$ cat config.mk
export PLATFORM = sky130hd
export DESIGN_NAME = matrix_xfade
export DESIGN_NICKNAME = d
export VERILOG_FILES = /design/src/rtl/matrix_xfade.sv
export SDC_FILE = /design/constraint.sdc
export NUM_CORES = 2
export LEC_CHECK = 0
export ABC_CLOCK_PERIOD_IN_PS = 11900
export BUFFER_PORTS_ARGS = -buffer_cell sky130_fd_sc_hd__buf_2
export CORE_UTILIZATION = 50
export DETAILED_ROUTE_END_ITERATION = 8
export MAX_ROUTING_LAYER = met4
export PLACE_DENSITY = 0.78
export SLEW_MARGIN = 20
export SYNTH_ARGS = -nofsm -noshare
export SYNTH_HDL_FRONTEND = slang
export SYNTH_SLANG_ARGS = --single-unit
$ cat constraint.sdc
create_clock -name clk -period 11.9 [get_ports clk]
set_clock_uncertainty 0.1 [all_clocks]
set_input_delay 0 -clock clk [delete_from_list [all_inputs] [get_ports clk]]
set_output_delay 0 -clock clk [all_outputs]
set_load 0.03 [all_outputs]
$ cat src/rtl/matrix_xfade.sv
// matrix_xfade: N_IN x N_OUT audio routing matrix with per-output linear
// crossfades. Each sample_strobe captures in_bus, then CALC produces one
// output per cycle through a single shared signed multiplier. DONE commits
// all outputs together and pulses out_valid. Route changes are written
// through a valid/ready port, and each change starts a 2^XF_LOG2-sample fade.
//
// Ports
//   clk, resetn      : clock, asynchronous active-low reset
//   sample_strobe    : one-cycle pulse per audio sample
//   in_bus           : N_IN signed samples, channel k at [k*BITSIZE +: BITSIZE]
//   cfg_valid/ready  : select-write handshake (ready only in idle, no strobe)
//   cfg_out, cfg_sel : destination index and new source index
//   out_bus          : N_OUT routed samples, same packing as in_bus
//   out_valid        : one-cycle pulse when out_bus is updated
//   overrun, cfg_err : sticky flags (strobe while busy, bad destination)
module matrix_xfade #(
  parameter int BITSIZE = 16,
  parameter int N_IN    = 9,
  parameter int N_OUT   = 11,
  parameter int SELBITS = 4,
  parameter int XF_LOG2 = 6
) (
  input  logic                     clk,
  input  logic                     resetn,
  input  logic                     sample_strobe,
  input  logic [N_IN*BITSIZE-1:0]  in_bus,
  input  logic                     cfg_valid,
  output logic                     cfg_ready,
  input  logic [SELBITS-1:0]       cfg_out,
  input  logic [SELBITS-1:0]       cfg_sel,
  output logic [N_OUT*BITSIZE-1:0] out_bus,
  output logic                     out_valid,
  output logic                     overrun,
  output logic                     cfg_err
);

  localparam int CW = (N_OUT > 1) ? $clog2(N_OUT) : 1;
  localparam int RW = XF_LOG2 + 1;
  // One guard bit above the worst-case |diff * ramp|
  localparam int PW = BITSIZE + XF_LOG2 + 3;

  localparam logic [RW-1:0]      RAMP_FULL = {1'b1, {XF_LOG2{1'b0}}};
  localparam logic [RW-1:0]      RAMP_ONE  = {{XF_LOG2{1'b0}}, 1'b1};
  localparam logic [SELBITS:0]   N_OUT_L   = (SELBITS+1)'(N_OUT);
  localparam logic [CW-1:0]      LAST_CH   = CW'(N_OUT - 1);
  localparam logic [CW-1:0]      CNT_ONE   = CW'(1);

  typedef enum logic [1:0] {
    IDLE = 2'd0,
    CALC = 2'd1,
    DONE = 2'd2
  } state_t;

  state_t                  state_q;
  logic [N_IN*BITSIZE-1:0] snap_q;
  logic [CW-1:0]           cnt_q;
  logic [SELBITS-1:0]      old_sel_q [N_OUT];
  logic [SELBITS-1:0]      new_sel_q [N_OUT];
  logic [RW-1:0]           ramp_q    [N_OUT];
  logic [BITSIZE-1:0]      stage_q   [N_OUT];
  logic [BITSIZE-1:0]      out_q     [N_OUT];
  logic                    out_valid_q;
  logic                    overrun_q;
  logic                    cfg_err_q;

  logic [SELBITS-1:0]      cur_old_sel_s;
  logic [SELBITS-1:0]      cur_new_sel_s;
  logic [RW-1:0]           cur_ramp_s;
  logic                    fading_s;
  logic [BITSIZE-1:0]      old_val_s;
  logic [BITSIZE-1:0]      new_val_s;
  logic signed [BITSIZE:0] diff_s;
  logic signed [PW-1:0]    prod_s;
  logic signed [PW-1:0]    shift_s;
  logic signed [PW-1:0]    old_ext_s;
  logic [BITSIZE-1:0]      res_d;
  logic                    cfg_xfer_s;

  // Select values outside 0..N_IN-1 route a silent (zero) source
  function automatic logic [BITSIZE-1:0] pick_src(
    input logic [N_IN*BITSIZE-1:0] bus,
    input logic [SELBITS-1:0]      sel
  );
    logic [BITSIZE-1:0] v;
    v = '0;
    for (int k = 0; k < N_IN; k++) begin
      v = (sel == SELBITS'(k)) ? bus[k*BITSIZE +: BITSIZE] : v;
    end
    return v;
  endfunction

  assign cfg_ready  = (state_q == IDLE) && !sample_strobe;
  assign cfg_xfer_s = cfg_valid && cfg_ready;

  // Shared datapath: selects the channel under cnt_q and computes its sample
  always_comb begin
    cur_old_sel_s = '0;
    cur_new_sel_s = '0;
    cur_ramp_s    = '0;
    for (int j = 0; j < N_OUT; j++) begin
      cur_old_sel_s = (cnt_q == CW'(j)) ? old_sel_q[j] : cur_old_sel_s;
      cur_new_sel_s = (cnt_q == CW'(j)) ? new_sel_q[j] : cur_new_sel_s;
      cur_ramp_s    = (cnt_q == CW'(j)) ? ramp_q[j]    : cur_ramp_s;
    end
    fading_s  = (cur_old_sel_s != cur_new_sel_s);
    old_val_s = pick_src(snap_q, cur_old_sel_s);
    new_val_s = pick_src(snap_q, cur_new_sel_s);
    diff_s    = $signed({new_val_s[BITSIZE-1], new_val_s})
              - $signed({old_val_s[BITSIZE-1], old_val_s});
    // Ramp is unsigned, so zero-extend it before the signed multiply
    prod_s    = $signed({{(PW-BITSIZE-1){diff_s[BITSIZE]}}, diff_s})
              * $signed({{(PW-RW){1'b0}}, cur_ramp_s});
    shift_s   = prod_s >>> XF_LOG2;
    old_ext_s = $signed({{(PW-BITSIZE){old_val_s[BITSIZE-1]}}, old_val_s});
    if (fading_s) begin
      res_d = BITSIZE'(shift_s + old_ext_s);
    end else begin
      res_d = new_val_s;
    end
  end

  // Control FSM, route table, staging and committed outputs
  always_ff @(posedge clk or negedge resetn) begin
    if (!resetn) begin
      state_q     <= IDLE;
      snap_q      <= '0;
      cnt_q       <= '0;
      out_valid_q <= 1'b0;
      overrun_q   <= 1'b0;
      cfg_err_q   <= 1'b0;
      for (int j = 0; j < N_OUT; j++) begin
        old_sel_q[j] <= '0;
        new_sel_q[j] <= '0;
        ramp_q[j]    <= '0;
        stage_q[j]   <= '0;
        out_q[j]     <= '0;
      end
    end else begin
      out_valid_q <= 1'b0;
      if (sample_strobe && (state_q != IDLE)) begin
        overrun_q <= 1'b1;
      end
      case (state_q)
        IDLE: begin
          if (sample_strobe) begin
            snap_q  <= in_bus;
            cnt_q   <= '0;
            state_q <= CALC;
          end else if (cfg_xfer_s) begin
            if ({1'b0, cfg_out} >= N_OUT_L) begin
              cfg_err_q <= 1'b1;
            end else begin
              for (int j = 0; j < N_OUT; j++) begin
                if (cfg_out == SELBITS'(j)) begin
                  if (old_sel_q[j] != new_sel_q[j]) begin
                    // Mid-fade: restart from the target we were heading to
                    old_sel_q[j] <= new_sel_q[j];
                    new_sel_q[j] <= cfg_sel;
                    ramp_q[j]    <= RAMP_ONE;
                  end else if (cfg_sel != new_sel_q[j]) begin
                    new_sel_q[j] <= cfg_sel;
                    ramp_q[j]    <= RAMP_ONE;
                  end
                end
              end
            end
          end
        end
        CALC: begin
          for (int j = 0; j < N_OUT; j++) begin
            if (cnt_q == CW'(j)) begin
              stage_q[j] <= res_d;
              if (fading_s) begin
                // ramp == 2^XF_LOG2 produced exactly the new source; fade ends
                if (ramp_q[j] == RAMP_FULL) begin
                  old_sel_q[j] <= new_sel_q[j];
                  ramp_q[j]    <= '0;
                end else begin
                  ramp_q[j] <= ramp_q[j] + RAMP_ONE;
                end
              end
            end
          end
          if (cnt_q == LAST_CH) begin
            state_q <= DONE;
          end else begin
            cnt_q <= cnt_q + CNT_ONE;
          end
        end
        DONE: begin
          out_q       <= stage_q;
          out_valid_q <= 1'b1;
          state_q     <= IDLE;
        end
        default: begin
          state_q <= IDLE;
        end
      endcase
    end
  end

  for (genvar g = 0; g < N_OUT; g++) begin : g_pack
    assign out_bus[g*BITSIZE +: BITSIZE] = out_q[g];
  end

  assign out_valid = out_valid_q;
  assign overrun   = overrun_q;
  assign cfg_err   = cfg_err_q;

endmodule

# After elaboration in Yosys (flattened, before gate mapping)
# Cells that the tools add are included.
# W data, S select, Z words.
[op_classes]
multipliers = 1
add_sub_neg = 14
bitwise = 2
magnitude_cmp = 1
n_reduce_logical = 70
muxes = 210
n_eq_ne = 133
shift = 0
div_mod_pow = 0
[ops]
columns = ["operator", "n"]
rows = [
  ["$mux W7", 77],
  ["$mux W4", 101],
  ["$mux W16", 19],
  ["$mux W77", 3],
  ["$pmux W77 S2", 1],
  ["$mux W44", 3],
  ["$reduce_and A9 Y1", 11],
  ["$ne A4 B4 Y1", 23],
  ["$pmux W44 S2", 1],
  ["$reduce_and A8 Y1", 11],
  ["$add A7 B1 Y7 const B", 11],
  ["$eq A7 B7 Y1 const B", 11],
  ["$reduce_and A6 Y1", 11],
  ["$eq A4 B3 Y1 const B", 16],
  ["$ne A2 B2 Y1 const B", 28],
  ["$ne A2 B1 Y1 const B", 22],
  ["$ne A3 B1 Y1 const B", 11],
  ["$eq A4 B2 Y1 const B", 8],
  ["$eq A4 B4 Y1 const B", 8],
  ["$reduce_and A2 Y1", 13],
  ["$reduce_bool A2 Y1", 13],
  ["$mul A17 B8 Y22", 1],
  ["$sub A16 B16 Y17", 1],
  ["$add A16 B16 Y16", 1],
  ["other kinds (16)", 26],
]
[word_totals]
elab_cells = 492
mem_bits_rw = 0
latch_bits = 0
inputBits = 156
rom_bits = 0
regBits = 670
n_memories = 0
output_inout_bits = 180

# Longest topological paths before layout
[logic_depth]
word_depth = 26
mapped_depth = 58
ltp_nobuf = 50

# Worst setup path before layout
# No wires, ideal clock.
[synth_timing]
kind = "reg2reg"
startpoint = "register cnt_q[0]"
endpoint = "register stage_q[159] (netlist name)"
synth_period_minus_slack_ps = 11427
path_buffers = 6
path_stages_with_launch = 51
setup_ps = 144
arrival_ps = 11183
required_time_ps = 11656
slack_ps = 473
cell_sequence = "dfrtp_1 inv_1 ha_1 buf_6 buf_6 buf_6 nor2b_1 a2111oi_0 o2111ai_1 nand2_2 buf_2 buf_1 mux2_2 a222oi_1 a21oi_1 a221o_1 inv_1 ha_1 (+15 left out) o21ai_0 a211oi_1 a2111oi_2 o21bai_1 or4_1 and3_4 a31o_2 o41ai_4 nor2b_1 o21a_1 nor2_1 xnor2_1 ha_1 or4_1 and3_1 mux2i_1 buf_6 a31oi_1"
[synth_between]
elab_chain_cells = 26
elab_cells_between_ends = 86
classes_between = "2 x add/sub; 1 x mul; 27 x eq/ne; 52 x mux; 4 x reduce/logical"
[synth_lines]
columns = ["element", "line", "source"]
rows = [
  ["start: declaration", "56", "logic [CW-1:0] cnt_q;"],
  ["start signal: assignment", "187", "cnt_q <= cnt_q + CNT_ONE;"],
  ["$logic_not A4 Y1", "101, 102, 103", ""],
  ["$mux W4, on equally long branches (11 in series)", "102, 101", ""],
  ["$logic_not A4 Y1", "87", "v = (sel == SELBITS'(k)) ? bus[k*BITSIZE +: BITSIZE] : v;"],
  ["$mux W16 (9 in series)", "87", ""],
  ["$sub A16 B16 Y17", "109", "- $signed({old_val_s[BITSIZE-1], old_val_s});"],
  ["$mul A17 B8 Y22", "112", "* $signed({{(PW-RW){1'b0}}, cur_ramp_s});"],
  ["$add A16 B16 Y16", "116", "res_d = BITSIZE'(shift_s + old_ext_s);"],
  ["$mux W16", "115", "if (fading_s) begin"],
  ["end signal: indexed assignment", "172", "stage_q[j] <= res_d;"],
  ["end: declaration", "60", "logic [BITSIZE-1:0] stage_q [N_OUT];"],
]
# Parallel ways exist; a longest one is shown, timed or not.
# A chain may end at the register's enable or synchronous reset.

# Final worst setup path
[layout_timing]
startpoint = "register cnt_q[0]"
endpoint = "register stage_q[111] (netlist name)"
# Same word-level chain as after synthesis.

==> flow_summary.ini <==
[critical_path]
r2r_cells = 43
critPathCaptureType = register
endpoint = stage_q[111]
cp_slowest_cell = o211ai_1
start_kind = register
critical_path.max_fanout = 17
crit_family = compound AO/OA/AOI/OAI gates
r2r-end = stage_q[111]
cp_slowest_stage_delay_ns = 0.66
cp.depth = 43
worst_ep_required_time_ns = 12.27
cp_data_arrival_time_ns = 11.70
path_common_cell = buf_4
r2r-start = cnt_q[0]
rrSetupSlack_ns = 0.58
crit_start = cnt_q[0]
path_buf_inv = 9
crit_type = register to register

[sta]
period_share = 0.952
fmax_mhz = 88.3
period_minus_slack_ns = 11.32
hold_viol = 22
setup_viol = 0
tightest_slew_ns = 1.11
final-max-slew-violation-count = 0
timing.setup.tns_ns = 0
hold_ws_ns = -0.0239
maxSlewHeadroom = 0.261

[clock_network]
clock_latency_ns = 0.65
ctsLongestPathBuffers = 3
cts_tree = done
cts_root_buf = clkbuf_16
numCtsBuffers = 71
h-tree-depth = 3
clock_sinks = 670
path_clk_slew_ns = 0.06

[die]
core_area_um2 = 73500
die_h_um = 275
num_rows = 99
io_pins = 336
fp.dieW_um = 275
die_area_um2 = 75800
floorplan.initialDensity = 0.508

[yosys]
syn_nets = 4244
synth_seq_cells = 670
synth_edf_count = 0
synthArstFlopShare = 1.00
synthFlopType = dfrtp_1
syn_avg_cell_area_um2 = 9.55
synthCells = 3911
yosys_warnings = 0
yosysUniqueCellTypes = 104
seq_area_frac_synth = 0.449
syn-cell-area_um2 = 37300

[cells_and_area]
final_cells = 5519
final_nets = 4831
final_layout_size_suffix_gt1_frac = 0.210
stdcell_area_um2 = 45600
multiInputGateArea_um2 = 19100
nFillCells = 5734
regArea_um2 = 16800
area_growth_pct = 22.2

[global_routing]
grt_usage = 0.339
grt-ovfl-total = 0
grt_max_degree = 193
antenna_found_initial = 5
grt_pass1_wl_um = 191000
grt_pass1_vias = 32300

[run_status]
outcome = finished with violations
violations = hold timing

[placed_design]
place_inst = 5105
dp.final_hpwl_um = 85000
place_congestion = 1.04
placed_area_um2 = 40200
io_buffers = 335

[route]
vias_per_cell = 5.98
drc_errors = 0
ant_nets = 0
dr.pass1.iters = 9
drtIter0Drc = 3949
wire_per_inst_um = 22.8
wl_um = 126000
via_count = 33000

[min_path]
worstHoldPathType = input port to asynchronous set/reset pin

[run]
cap_violations = 0
-- cell usage after synthesis (10+ instances only) --
master,n,share of area
and3_1,38,0.0064
buf_2,21,0.0028
a22oi_1,23,0.0046
nand2b_1,52,0.0087
a222oi_1,20,0.0054
fa_1,83,0.044
o211ai_1,15,0.0030
and2_1,15,0.0025
buf_1,19,0.0019
a211oi_1,15,0.0030
nand4_1,15,0.0025
dfrtp_1,670,0.45
o21a_1,18,0.0036
a21oi_1,135,0.018
nor3b_1,10,0.0020
nand3b_1,15,0.0030
mux2_2,274,0.083
mux2i_1,34,0.0091
o31ai_1,26,0.0052
inv_1,181,0.018
a31oi_1,19,0.0032
a221oi_1,16,0.0038
o22ai_1,13,0.0022
xor2_1,84,0.020
clkbuf_1,153,0.015
or3_1,10,0.0017
xnor2_1,71,0.017
nand3_1,84,0.011
or2_2,15,0.0025
nor2b_1,23,0.0039
buf_6,15,0.0045
nor2_1,235,0.024
o21ai_0,339,0.045
a21o_1,16,0.0032
a311oi_1,10,0.0023
ha_1,94,0.031
nand2_1,809,0.081
nor3_1,42,0.0056
nor4_1,21,0.0035
-- how the worst min path moves through the flow --
stage,endpoint
after CTS,new_sel_q[42]
after floorplan,cfg_err
after global placement,out_bus[22]
after detailed placement,out_bus[22]
after global routing,new_sel_q[43]
final,stage_q[170]
-- layout make-up --
class / instances / area share
sequential: 670 / 0.368
clock buffer: 99 / 0.0452
antenna: 6 / 0.000329
tap: 959 / 0.0263
clock inverter: 30 / 0.00806
timing repair buffer: 731 / 0.119
inverter: 182 / 0.0150
multi-input combinational: 2842 / 0.419
-- cell families (layout without fill, tap and decap cells) --
group	count (synthesis)	count (layout)	share of synthesized area
AND/OR/NAND/NOR	1418	1418	0.167
AO/OA/AOI/OAI	777	777	0.133
flip-flops	670	670	0.449
buffers and inverters	399	1042	0.0447
multiplexers	311	311	0.0933
adder cells (fa/ha/maj)	181	181	0.0771
XOR/XNOR	155	155	0.0364
other	0	6	0
-- stage by stage --
step | setup WS [ns] | util | hold WS [ns]
after detailed placement | 0.267 | 0.548 | 0.0922
after floorplan | 0.473 | - | -0.396
final | 0.577 | 0.621 | -0.0239
after CTS | 0.192 | 0.617 | 0.0000718
after global routing | -0.0422 | 0.621 | 0.0315
after global placement | 0.342 | 0.548 | 0.0890
-- metal layers --
| layer | track usage | part of all wire |
|---|---|---|
| met1 | 0.425 | 0.39 |
| met2 | 0.531 | 0.46 |
| met3 | 0.0619 | 0.091 |
| met4 | 0.161 | 0.055 |
| met5 | - | 0 |
-- state kept, by name, indices dropped and copies added, names as in the netlist --
register and count:
out_bus 176, snap_q 144, new_sel_q 44, cfg_err 1, overrun 1, ramp_q 77, cnt_q 4, state_q 2
stage_q 176, out_valid 1, old_sel_q 44
-- cell usage in the layout, fill, tap and decap left out, types with 71 or more instances in the layout --
cell / count
nand2_1: 808
dfrtp_1: 668
buf_2: 335
o21ai_0: 328
mux2_2: 274
dlygate4sd3_1: 267
nor2_1: 234
inv_1: 181
a21oi_1: 134
buf_4: 116
ha_1: 90
xor2_1: 84
fa_1: 83
nand3_1: 78
xnor2_1: 71
clkbuf_16: 71
-- worst register-to-register path: cells and delay by family, from the launching register on --
kind,cells,cell delay [ns]
XOR/XNOR,2,0.33
buffers and inverters,9,1.35
AO/OA/AOI/OAI,13,3.18
AND/OR/NAND/NOR,10,2.45
flip-flops,1,0.46
multiplexers,1,0.20
adder cells (fa/ha/maj),8,3.07
-- what timing repair did --
action / in CTS / in global routing
setup endpoints to repair: 0 / 66
endpoints found under the hold margin: 318 / 0
buffers inserted: 0 / 10
resized for setup: 0 / 30
hold buffers: 267 / 0
Power is left out: the tool's default activity adds up to more than one toggle a clock period on the data nets, which glitch-free logic cannot reach.
